`config.mk`:
```
export PLATFORM = sky130hd
export DESIGN_NAME = soc_data_bus
export DESIGN_NICKNAME = d
export VERILOG_FILES = /design/src/rtl/soc_bus_pkg.sv /design/src/rtl/soc_bus_decoder.sv /design/src/rtl/soc_data_bus.sv
export SDC_FILE = /design/constraint.sdc
export NUM_CORES = 1
export LEC_CHECK = 0
export ABC_AREA = 1
export BUFFER_PORTS_ARGS = -buffer_cell sky130_fd_sc_hd__buf_2
export CORE_AREA = 10 10 133 135
export DETAILED_ROUTE_END_ITERATION = 10
export DIE_AREA = 0 0 143 145
export PLACE_DENSITY = 0.7
export SETUP_SLACK_MARGIN = 0.2
export SLEW_MARGIN = 15
export SYNTH_ARGS = -nofsm -noshare
export SYNTH_HDL_FRONTEND = slang
export SYNTH_SLANG_ARGS = --single-unit
```
`constraint.sdc`:
```
create_clock -name clk -period 2.1 [get_ports clk]
set_input_delay 0.315 -clock clk [delete_from_list [all_inputs] [get_ports clk]]
set_output_delay 0.315 -clock clk [all_outputs]
set_load 0.005 [all_outputs]
```
`src/rtl/soc_bus_pkg.sv`:
```
// Shared types and helpers for the SoC data-side bus controller.
package soc_bus_pkg;

  typedef enum logic [2:0] {
    S_IDLE,
    S_RAM_ACC,
    S_RAM_WAIT,
    S_PER_WAIT,
    S_RESP
  } bus_state_t;

  typedef enum logic [1:0] {
    REG_RAM,
    REG_PER,
    REG_NONE
  } region_t;

  localparam int ERR_RDATA = 0;

  // A single channel still needs a 1-bit index so the select logic stays uniform.
  function automatic int chan_w(input int n_per);
    return (n_per > 1) ? $clog2(n_per) : 1;
  endfunction

  function automatic int slice_lo(input int chan, input int data_w);
    return chan * data_w;
  endfunction

endpackage

```
`src/rtl/soc_bus_decoder.sv`:
```
// Combinational address decoder: classifies a CPU byte address as RAM,
// a peripheral channel or unmapped space, and extracts the local offsets.
module soc_bus_decoder
  import soc_bus_pkg::*;
#(
  parameter int              DATA_W   = 32,
  parameter int              ADDR_W   = 32,
  parameter int              RAM_AW   = 10,
  parameter logic [ADDR_W-1:0] RAM_BASE = '0,
  parameter int              RAM_LAT  = 1,
  parameter int              N_PER    = 4,
  parameter logic [ADDR_W-1:0] PER_BASE = 'hF000_0000,
  parameter int              PER_AW   = 8,
  parameter int              TIMEOUT  = 16
) (
  input  logic [ADDR_W-1:0]        cpu_addr,
  output region_t                  region,
  output logic [chan_w(N_PER)-1:0] chan,
  output logic [RAM_AW-1:0]        ram_addr,
  output logic [PER_AW-1:0]        per_addr
);

  localparam int CH_W = chan_w(N_PER);

  logic [ADDR_W-1:0] w_ramOff;
  logic [ADDR_W-1:0] w_perOff;
  logic [ADDR_W-1:0] w_perChan;

  // Offsets wrap modulo 2^ADDR_W, so an address below a base lands far out of range.
  assign w_ramOff  = cpu_addr - RAM_BASE;
  assign w_perOff  = cpu_addr - PER_BASE;
  assign w_perChan = w_perOff >> PER_AW;

  always_comb begin
    region = REG_NONE;
    if ((w_ramOff >> (RAM_AW + 2)) == '0) begin
      region = REG_RAM;
    end else if (w_perChan < ADDR_W'(N_PER)) begin
      region = REG_PER;
    end
  end

  assign chan     = w_perChan[CH_W-1:0];
  assign ram_addr = w_ramOff[RAM_AW+1:2];
  assign per_addr = w_perOff[PER_AW-1:0];

endmodule

```
`src/rtl/soc_data_bus.sv`:
```
// Stallable data-side bus controller between the CPU data port, the data RAM
// and N_PER peripheral channels. Define SOC_BUS_TIMEOUT_EN for the ack timeout.
module soc_data_bus
  import soc_bus_pkg::*;
#(
  parameter int              DATA_W   = 32,
  parameter int              ADDR_W   = 32,
  parameter int              RAM_AW   = 10,
  parameter logic [ADDR_W-1:0] RAM_BASE = '0,
  parameter int              RAM_LAT  = 1,
  parameter int              N_PER    = 4,
  parameter logic [ADDR_W-1:0] PER_BASE = 'hF000_0000,
  parameter int              PER_AW   = 8,
  parameter int              TIMEOUT  = 16
) (
  input  logic                    clk,
  input  logic                    rst,
  input  logic                    cpu_req,
  input  logic                    cpu_we,
  input  logic [DATA_W/8-1:0]     cpu_be,
  input  logic [ADDR_W-1:0]       cpu_addr,
  input  logic [DATA_W-1:0]       cpu_wdata,
  output logic [DATA_W-1:0]       cpu_rdata,
  output logic                    cpu_ready,
  output logic                    cpu_err,
  output logic                    cpu_stall,
  output logic                    ram_en,
  output logic [DATA_W/8-1:0]     ram_we,
  output logic [RAM_AW-1:0]       ram_addr,
  output logic [DATA_W-1:0]       ram_wdata,
  input  logic [DATA_W-1:0]       ram_rdata,
  output logic [N_PER-1:0]        per_sel,
  output logic                    per_we,
  output logic [DATA_W/8-1:0]     per_be,
  output logic [PER_AW-1:0]       per_addr,
  output logic [DATA_W-1:0]       per_wdata,
  input  logic [N_PER*DATA_W-1:0] per_rdata,
  input  logic [N_PER-1:0]        per_ack
);

  localparam int BE_W  = DATA_W / 8;
  localparam int CH_W  = chan_w(N_PER);
  localparam int LAT_W = (RAM_LAT > 1) ? $clog2(RAM_LAT) : 1;

  bus_state_t          r_state;
  bus_state_t          w_stateNext;
  logic                r_we;
  logic [BE_W-1:0]     r_be;
  logic [DATA_W-1:0]   r_wdata;
  logic [DATA_W-1:0]   r_rdata;
  logic [RAM_AW-1:0]   r_ramAddr;
  logic [PER_AW-1:0]   r_perAddr;
  logic [CH_W-1:0]     r_ch;
  logic                r_err;
  logic [LAT_W-1:0]    r_latCnt;

  region_t             w_region;
  logic [CH_W-1:0]     w_ch;
  logic [RAM_AW-1:0]   w_ramAddr;
  logic [PER_AW-1:0]   w_perAddr;
  logic                w_ack;
  logic [DATA_W-1:0]   w_perRdata;
  logic                w_timeout;

  soc_bus_decoder #(
    .DATA_W  (DATA_W),
    .ADDR_W  (ADDR_W),
    .RAM_AW  (RAM_AW),
    .RAM_BASE(RAM_BASE),
    .RAM_LAT (RAM_LAT),
    .N_PER   (N_PER),
    .PER_BASE(PER_BASE),
    .PER_AW  (PER_AW),
    .TIMEOUT (TIMEOUT)
  ) u_decoder (
    .cpu_addr(cpu_addr),
    .region  (w_region),
    .chan    (w_ch),
    .ram_addr(w_ramAddr),
    .per_addr(w_perAddr)
  );

  // Only the latched channel's ack and data are visible; the others are ignored.
  always_comb begin
    w_ack      = 1'b0;
    w_perRdata = '0;
    per_sel    = '0;
    for (int i = 0; i < N_PER; i++) begin
      if (r_ch == CH_W'(i)) begin
        w_ack      = per_ack[i];
        w_perRdata = per_rdata[slice_lo(i, DATA_W) +: DATA_W];
        per_sel[i] = (r_state == S_PER_WAIT);
      end
    end
  end

`ifdef SOC_BUS_TIMEOUT_EN
  localparam int TO_W = $clog2(TIMEOUT + 1);
  logic [TO_W-1:0] r_toCnt;

  always_ff @(posedge clk or negedge rst) begin
    if (!rst) begin
      r_toCnt <= '0;
    end else if (r_state != S_PER_WAIT) begin
      r_toCnt <= '0;
    end else begin
      r_toCnt <= r_toCnt + 1'b1;
    end
  end

  assign w_timeout = (r_state == S_PER_WAIT) && !w_ack && (r_toCnt == TO_W'(TIMEOUT - 1));
`else
  assign w_timeout = 1'b0;
`endif

  always_ff @(posedge clk or negedge rst) begin
    if (!rst) begin
      r_state <= S_IDLE;
    end else begin
      r_state <= w_stateNext;
    end
  end

  // Stall is gated by reset so every output reads 0 while rst is low.
  always_comb begin
    w_stateNext = r_state;
    cpu_ready   = 1'b0;
    cpu_err     = 1'b0;
    cpu_stall   = 1'b0;
    ram_en      = 1'b0;
    ram_we      = '0;
    case (r_state)
      S_IDLE: begin
        cpu_stall = cpu_req & rst;
        if (cpu_req) begin
          case (w_region)
            REG_RAM: w_stateNext = S_RAM_ACC;
            REG_PER: w_stateNext = S_PER_WAIT;
            default: w_stateNext = S_RESP;
          endcase
        end
      end
      S_RAM_ACC: begin
        cpu_stall   = 1'b1;
        ram_en      = 1'b1;
        ram_we      = r_we ? r_be : '0;
        w_stateNext = r_we ? S_RESP : S_RAM_WAIT;
      end
      S_RAM_WAIT: begin
        cpu_stall = 1'b1;
        if (r_latCnt == '0) begin
          w_stateNext = S_RESP;
        end
      end
      S_PER_WAIT: begin
        cpu_stall = 1'b1;
        if (w_ack || w_timeout) begin
          w_stateNext = S_RESP;
        end
      end
      S_RESP: begin
        cpu_ready   = 1'b1;
        cpu_err     = r_err;
        w_stateNext = S_IDLE;
      end
      default: w_stateNext = S_IDLE;
    endcase
  end

  // r_rdata only changes on the edge entering RESP, so it holds between responses.
  always_ff @(posedge clk or negedge rst) begin
    if (!rst) begin
      r_we      <= 1'b0;
      r_be      <= '0;
      r_wdata   <= '0;
      r_rdata   <= '0;
      r_ramAddr <= '0;
      r_perAddr <= '0;
      r_ch      <= '0;
      r_err     <= 1'b0;
      r_latCnt  <= '0;
    end else begin
      case (r_state)
        S_IDLE: begin
          if (cpu_req) begin
            r_we      <= cpu_we;
            r_be      <= cpu_be;
            r_wdata   <= cpu_wdata;
            r_ramAddr <= w_ramAddr;
            r_perAddr <= w_perAddr;
            r_ch      <= w_ch;
            r_err     <= (w_region == REG_NONE);
            if (w_region == REG_NONE) begin
              r_rdata <= DATA_W'(ERR_RDATA);
            end
          end
        end
        S_RAM_ACC: begin
          r_latCnt <= LAT_W'(RAM_LAT - 1);
          if (r_we) begin
            r_rdata <= '0;
          end
        end
        S_RAM_WAIT: begin
          if (r_latCnt == '0) begin
            r_rdata <= ram_rdata;
          end else begin
            r_latCnt <= r_latCnt - 1'b1;
          end
        end
        S_PER_WAIT: begin
          if (w_ack) begin
            r_rdata <= r_we ? '0 : w_perRdata;
          end else if (w_timeout) begin
            r_err   <= 1'b1;
            r_rdata <= DATA_W'(ERR_RDATA);
          end
        end
        default: ;
      endcase
    end
  end

  assign cpu_rdata = r_rdata;
  assign ram_addr  = r_ramAddr;
  assign ram_wdata = r_wdata;
  assign per_we    = r_we;
  assign per_be    = r_be;
  assign per_addr  = r_perAddr;
  assign per_wdata = r_wdata;

endmodule
```
==> impl_results.md, run 1 <==
- Relative slew slack: 0.648
- Worst Path Max Fanout: 4
- Antenna Violating Nets Remaining: 0
- Chip height: 145 µm
- Area share of and/or/nand/nor cells after synthesis: 0.278
- Multiplexer share of the synthesized area: 0.102
- Post-route DRC: 0
- Synth top cells by count: nand2_1, dfrtp_1, nand3_1
- Die ar.: between 0.02 and 0.025 mm²
- Syn Nets: just over 900
- Initial Util: 0.346
- Synthesized-area fraction occupied by adder cells: 0
- Core area: about 0.015 mm²
- Cell variety after synth: 27
- Util after Layout: 0.488
- # port buffers: 366
- Placer's final routability congestion estimate: ~0.88
- Clock-pin transition on the worst setup and hold timing paths: 0.06 ns
- Synth Area in Compound Gates: 0.0926
- YS warnings: 0
- Reg-to-reg endpoint: cpu_rdata[7]
- First-pass GRT wire length: roughly 32 mm
- Final setup vio count: 0
- Final hold slack: roughly 0.033 ns
- CP Class: reg -> out
- GR peak layer: met2
- Mapped Cells: 670
- CP Data Required Time: approximately 1.8 ns
- HPWL Detailed: between 15 and 20 mm
- Clock latency at the later pin of the worst-skew pair: 0.34 ns
- Lkg Pwr: approximately 4.2 nW
- DR pass1 iterations: 5
- Layout Skew: between 0.01 and 0.015 ns
- GRT Util Overall: 0.197
- Met3 Track Usage GR: 0.0623
- Final Cycle Share: 0.864
- WP data arrival: around 1.5 ns
- Asr flop ratio synth: 1.00
- Area delta synth->final: 41.1%
- Avg WL per Cell: about 18 µm
- Slew Viols, Final: 0
- Final Power: between 7 and 8 mW
- Synth Area in XOR/XNOR: 0
- # Max-Cap Violations: 0
- Clock Path Buffers: 2
- RR Startpoint: ram_addr[6]
- R2R cell count: 8
- CTS tree: done
- Largest family of logic cells by synthesized area: simple AND/OR/NAND/NOR gates
- Die width: around 140 µm
- Iter 0 DRT Violations: 380
- R2R Setup Slk: around 0.37 ns
- Initial antenna violation count: 1
- Largest cells by area after synthesis: dfrtp_1, nand2_1, mux2_2, buf_4, nand3_1
- Tightest Pin Transition: ~0.53 ns
- Vias in the first global route: 5854
- Mapped cell area: ~0.0052 mm²
- Post-synth top area cell: dfrtp_1
- Crit-path max cell delay: approximately 0.42 ns
- Outcome: completed
- Via Count: 5649
- Nets: 1232
- Pin count of the biggest net entering global routing: 86
- Root Buffer: clkbuf_16
- WL final: 21.3 mm
- Share of cells above drive strength 1: 0.472
- Top cell type's share of synthesized area: 0.409
- Top-count cell post-synth: nand2_1
- Worst setup SP type: flop
- Most common flop cell mapped by yosys: dfrtp_1
- Sum Neg Setup Slack: 0 ns
- Grt ovf: 0
- Clock Sinks: between 80 and 90
- Setup crit start: r_state[2]
- RSZ-0062 raised after global routing: no
- Critical path's slowest cell: dfrtp_2
- FMAX: ~550 MHz
- Routed vias/inst: 4.75
- CP endpoint kind: output pin
- PD cells: 1080 mW/mm²
- Hold Buf Count CTS: 0
- Met1 usage: 0.219
- Worst-path cell chain: inv_2 > nand3_1 > buf_4 > nor3_1 > buf_2
- Yosys reg bits: 85
- Number of synthesized flops with an enable pin: 0
- Met2 usage: 0.348
- VDD IR-drop max: about 560 µV
- Hold Vio Cnt, Final: 0
- Final min period: roughly 1.8 ns
- Num rows: 45
- H-tree depth: 3
- Crit path capture: per_sel[1]
- Avg Cell Area, Syn: between 7 and 8 µm²
- I/O pin total: 367
- Sequential share of the synthesized area: 0.409
- Hold Crit Class: in -> async
- CTS buffer count: 9
layout by cell type, fill, tap and decap left out, types with 2 or more instances in the layout:
master      count
a21oi_1         5
buf_12          3
buf_2         365
buf_4          18
clkbuf_16       9
clkinvlp_4      3
dfrtp_1        82
dfrtp_2         3
inv_1          35
inv_2           3
inv_6           2
mux2_2         47
nand2_1       238
nand2_2         2
nand3_1        58
nand3_2         2
nor2_1         36
nor2_2          3
nor2_4          2
nor3_2          2
o211ai_1       26
o21a_1         15
o21ai_0        26
o22ai_1         2
or2_2           4
registers in the layout (all words and copies together), names as in the netlist:
name       flops
cpu_rdata     32
per_wdata     32
ram_addr      10
per_be         4
r_state        3
per_addr       2
per_we         1
r_err          1
cell type report:
| type | count | area (µm²) |
|---|---|---|
| Clock buffer | 9 | 225 |
| Timing Repair Buffer | 388 | 2050 |
| Antenna cell | 1 | 2.50 |
| Fill cell | 1534 | 7700 |
| Multi-Input combinational cell | 473 | 2470 |
| Tap cell | 188 | 235 |
| Clock inverter | 6 | 71.3 |
| Inverter | 39 | 150 |
| Sequential cell | 85 | 2130 |
where the power goes:
part	internal [mW]	total, mW	switching [mW]
Clock	0.926	1.60	0.679
Combinational	1.73	3.81	2.08
Sequential	2.15	2.54	0.396
Total	4.80	7.95	3.15
layer usage:
metal	part of all wire	wire [µm]
met2	0.50	10700
met1	0.38	8000
met3	0.097	2070
met5	0	0
met4	0.024	507
critical path, delay by kind of cell (launching register included):
| family | cells | cell delay (ns) |
|---|---|---|
| buf+inv | 3 | 0.45 |
| flops | 1 | 0.42 |
| simple gates | 2 | 0.31 |
metrics by stage:
stage / std cells / area, µm² / setup WS [ns]
floorplan: 670 / 5200 / 0.565
global placement: 1170 / 6970 / 0.291
detailed placement: 1170 / 6970 / 0.225
CTS: 1185 / 7280 / 0.164
global route: 1189 / 7340 / 0.212
finish: 1189 / 7340 / 0.285
worst min-delay path by stage:
stage	startpoint	to	slack, ns
2_1_floorplan	rst	cpu_rdata[0]	0.02
3_3_place_gp	rst	cpu_rdata[6]	0.42
3_5_place_dp	rst	per_wdata[24]	0.44
4_1_cts	rst	cpu_rdata[6]	0.07
5_1_grt	rst	cpu_rdata[6]	0.08
6_report	rst	per_wdata[24]	0.03
repair_timing:
item | in CTS | in global routing
hold endpoints to repair | 0 | 0
endpoints found under the setup margin | 2 | 24
setup buffers | 0 | 3
gates resized for setup | 3 | 11
logic make-up after synthesis:
group / after synthesis
compound gates: 75
buf+inv: 112
flops: 85
mux: 47
simple gates: 351
No activity file was read; power rests on OpenSTA's default activity.
==> run 2: changes to the inputs <==
--- a/config.mk
+++ b/config.mk
@@ -7,9 +7,10 @@
 export LEC_CHECK = 0
 export ABC_AREA = 1
 export BUFFER_PORTS_ARGS = -buffer_cell sky130_fd_sc_hd__buf_2
-export CORE_AREA = 10 10 133 135
+export CORE_AREA = 10 10 132 134
 export DETAILED_ROUTE_END_ITERATION = 10
-export DIE_AREA = 0 0 143 145
+export DIE_AREA = 0 0 142 144
+export MAX_ROUTING_LAYER = met4
 export PLACE_DENSITY = 0.7
 export SETUP_SLACK_MARGIN = 0.2
 export SLEW_MARGIN = 15
==> constraint.sdc (replaced) <==
create_clock -name clk -period 2.35 [get_ports clk]
set_input_delay 0.3525 -clock clk [delete_from_list [all_inputs] [get_ports clk]]
set_output_delay 0.3525 -clock clk [all_outputs]
set_load 0.005 [all_outputs]
==> run 2 against run 1 <==
Combinational power down 12%. Critical path depth unchanged. First-iteration DRC count down 6.3%. Count of clock-buffer cells in the layout up 1. Sequential share of layout area up 0.13 points. Die area down 1.4%. Via count up 0.51%. Final area down 0.56%. Non-clock buffer count down 2. Global-route usage up 0.94 points. Critical path type unchanged.
==> impl_results.md, run 2 (same netlist as run 1, synthesis figures left out) <==
- Ant. Diodes: 0 (-1)
- # port buffers: 366 (unchanged)
- Post-route DRC: 0 (unchanged)
- Root Buffer: clkbuf_16
- Area delta synth->final: 40.3%
- I/O pin total: 367 (unchanged)
- Met2 WL post-DR: 11.2 mm (+5.1%)
- Clock Path Buffers: 2 (unchanged)
- Worst setup SP type: flop
- Post-place setup slack: 0.281 ns (+0.0561 ns)
- First-pass GRT wire length: 32.3 mm (+0.32%)
- Hold Vio Cnt, Final: 0 (unchanged)
- Via Count: 5678 (+0.51%)
- Chip height: 144 µm (-0.69%)
- Relative slew slack: 0.682 (+0.0345)
- Iter 0 DRT Violations: 356 (-6.3%)
- Num rows: 45 (unchanged)
- Post-CTS Setup Repair Bufs: 0 (unchanged)
- R2R cell count: 8 (unchanged)
- PnR worst setup slack: 0.340 ns (+0.0553 ns)
- RSZ-0062 raised after global routing: no
- # Max-Cap Violations: 0 (unchanged)
- CP endpoint kind: output pin
- CP Data Required Time: 2.00 ns (+0.22 ns)
- RR Startpoint: ram_addr[6]
- Placed Cells: 1171 (+0.085%)
- WL final: 21.7 mm (+2.1%)
- Slew Viols, Final: 0 (unchanged)
- Initial antenna violation count: 0 (-1)
- Final Cycle Share: 0.855
- Clock latency at the later pin of the worst-skew pair: 0.34 ns (about the same)
- Final min period: 2.01 ns
- Pin count of the biggest net entering global routing: 86 (unchanged)
- H-tree depth: 3 (unchanged)
- Final Power: 7.00 mW (-12%)
- Lkg Pwr: 4.17 nW (-0.12%)
- Hold Crit Class: in -> async
- Reg-to-reg endpoint: cpu_rdata[5]
- WP data arrival: 1.66 ns (+0.16 ns)
- Layout Skew: 0.00682 ns (-0.00383 ns)
- Final setup vio count: 0 (unchanged)
- VDD IR-drop max: 402 µV (-28%)
- CTS buffer count: 9 (unchanged)
- Sum Neg Setup Slack: 0 ns (unchanged)
- Antenna Violating Nets Remaining: 0 (unchanged)
- CP Class: reg -> out
- Commonest non-fill, non-tap cell in the layout: buf_2
- Initial Util: 0.350 (+0.00393)
- Avg WL per Cell: 18.3 µm (+2.3%)
- Met1 wire length: 8.36 mm (+4.5%)
- Fin cells: 1187 (-0.17%)
- Most frequent cells in the layout: buf_2, nand2_1, dfrtp_1, nand3_1, mux2_2
- Clock Sinks: 85 (unchanged)
- Worst Path Max Fanout: 27 (+23)
- Die width: 142 µm (-0.70%)
- Placer's final routability congestion estimate: 0.918 (+3.9%)
- R2R Setup Slk: 0.51 ns (+0.14 ns)
- Tightest Pin Transition: 0.477 ns (-0.0517 ns)
- HPWL Detailed: 17.7 mm (+1.1%)
- PD cells: 960 mW/mm² (-11%)
- Nets: 1230 (-0.16%)
- Routed vias/inst: 4.78 (+0.68%)
- DR pass1 iterations: 5 (unchanged)
- Core area: 0.0149 mm² (-1.1%)
- Vias in the first global route: 5807 (-0.80%)
- Die ar.: 0.0204 mm² (-1.4%)
- Clock-pin transition on the worst setup and hold timing paths: 0.06 ns (about the same)
- Hold Buf Count CTS: 0 (unchanged)
- Outcome: completed
- CTS tree: done
- Grt ovf: 0 (unchanged)
- GRT Util Overall: 0.207 (+0.00939)
- Share of cells above drive strength 1: 0.468 (-0.00353)
- DR top layer: met4
- FMAX: between 400 and 500 MHz
- Met3 wire len: 1.71 mm (-17%)
-- run 2: changes by cell type in the layout (fill, tap and decap cells not counted), moves of 2 or more --
cell        previous run  this run
dfrtp_1               82        84
inv_6                  2         4
dfrtp_2                3         1
clkinvlp_4             3         1
-- run 2: routing by layer --
layer,GRT usage,vias to the layer above
met5,-,-
met4,0.0656,0
met3,0.0518,32
met2,0.362,281
met1,0.226,2572
li1,-,2793
-- run 2: where the power goes --
group / leakage (nW) / switching, mW / internal (mW) / total, mW
sequential: 1.07 / 0.360 / 1.91 / 2.27
combinational: 2.96 / 1.83 / 1.51 / 3.34
clock: 0.140 / 0.628 / 0.762 / 1.39
total: 4.17 / 2.82 / 4.18 / 7.00
-- run 2: worst max path at each step --
| stage | endpoint | depth (start not counted) | startpoint |
|---|---|---|---|
| detailed placement | cpu_rdata[16] | 8 | ram_addr[7] |
| finish | per_sel[0] | 5 | ram_addr[6] |
| floorplan | cpu_rdata[10] | 9 | ram_addr[7] |
| global route | per_sel[0] | 5 | ram_addr[6] |
| global placement | cpu_rdata[6] | 8 | ram_addr[7] |
| CTS | cpu_rdata[5] | 8 | ram_addr[7] |
-- run 2: layout make-up --
type | instances | area, µm²
Clock buffer | 10 | 239
Clock inverter | 6 | 51.3
Fill cell | 1516 | 7570
Inverter | 39 | 146
Multi-Input combinational cell | 473 | 2470
Sequential cell | 85 | 2130
Tap cell | 188 | 235
Timing Repair Buffer | 386 | 2030
-- run 2: per-stage QoR --
| step | util | area [µm²] | hold slack (ns) |
|---|---|---|---|
| 2_1_floorplan | - | 5200 | 0.0569 |
| 3_3_place_gp | 0.470 | 6990 | 0.449 |
| 3_5_place_dp | 0.470 | 6990 | 0.454 |
| 4_1_cts | 0.490 | 7290 | 0.0946 |
| 5_1_grt | 0.491 | 7300 | 0.114 |
| 6_report | 0.491 | 7300 | 0.0730 |
-- run 2: critical path: stages (launching register included) --
cell and delay, ns:
dfrtp_1 0.47, nor2_2 0.17, buf_8 0.23, inv_1 0.16, nor2_1 0.15, buf_2 0.13
-- run 2: timing repair --
action	4_1_cts	5_1_grt
setup endpoints to repair	1	16
resized for setup	1	3
gates cloned	0	0
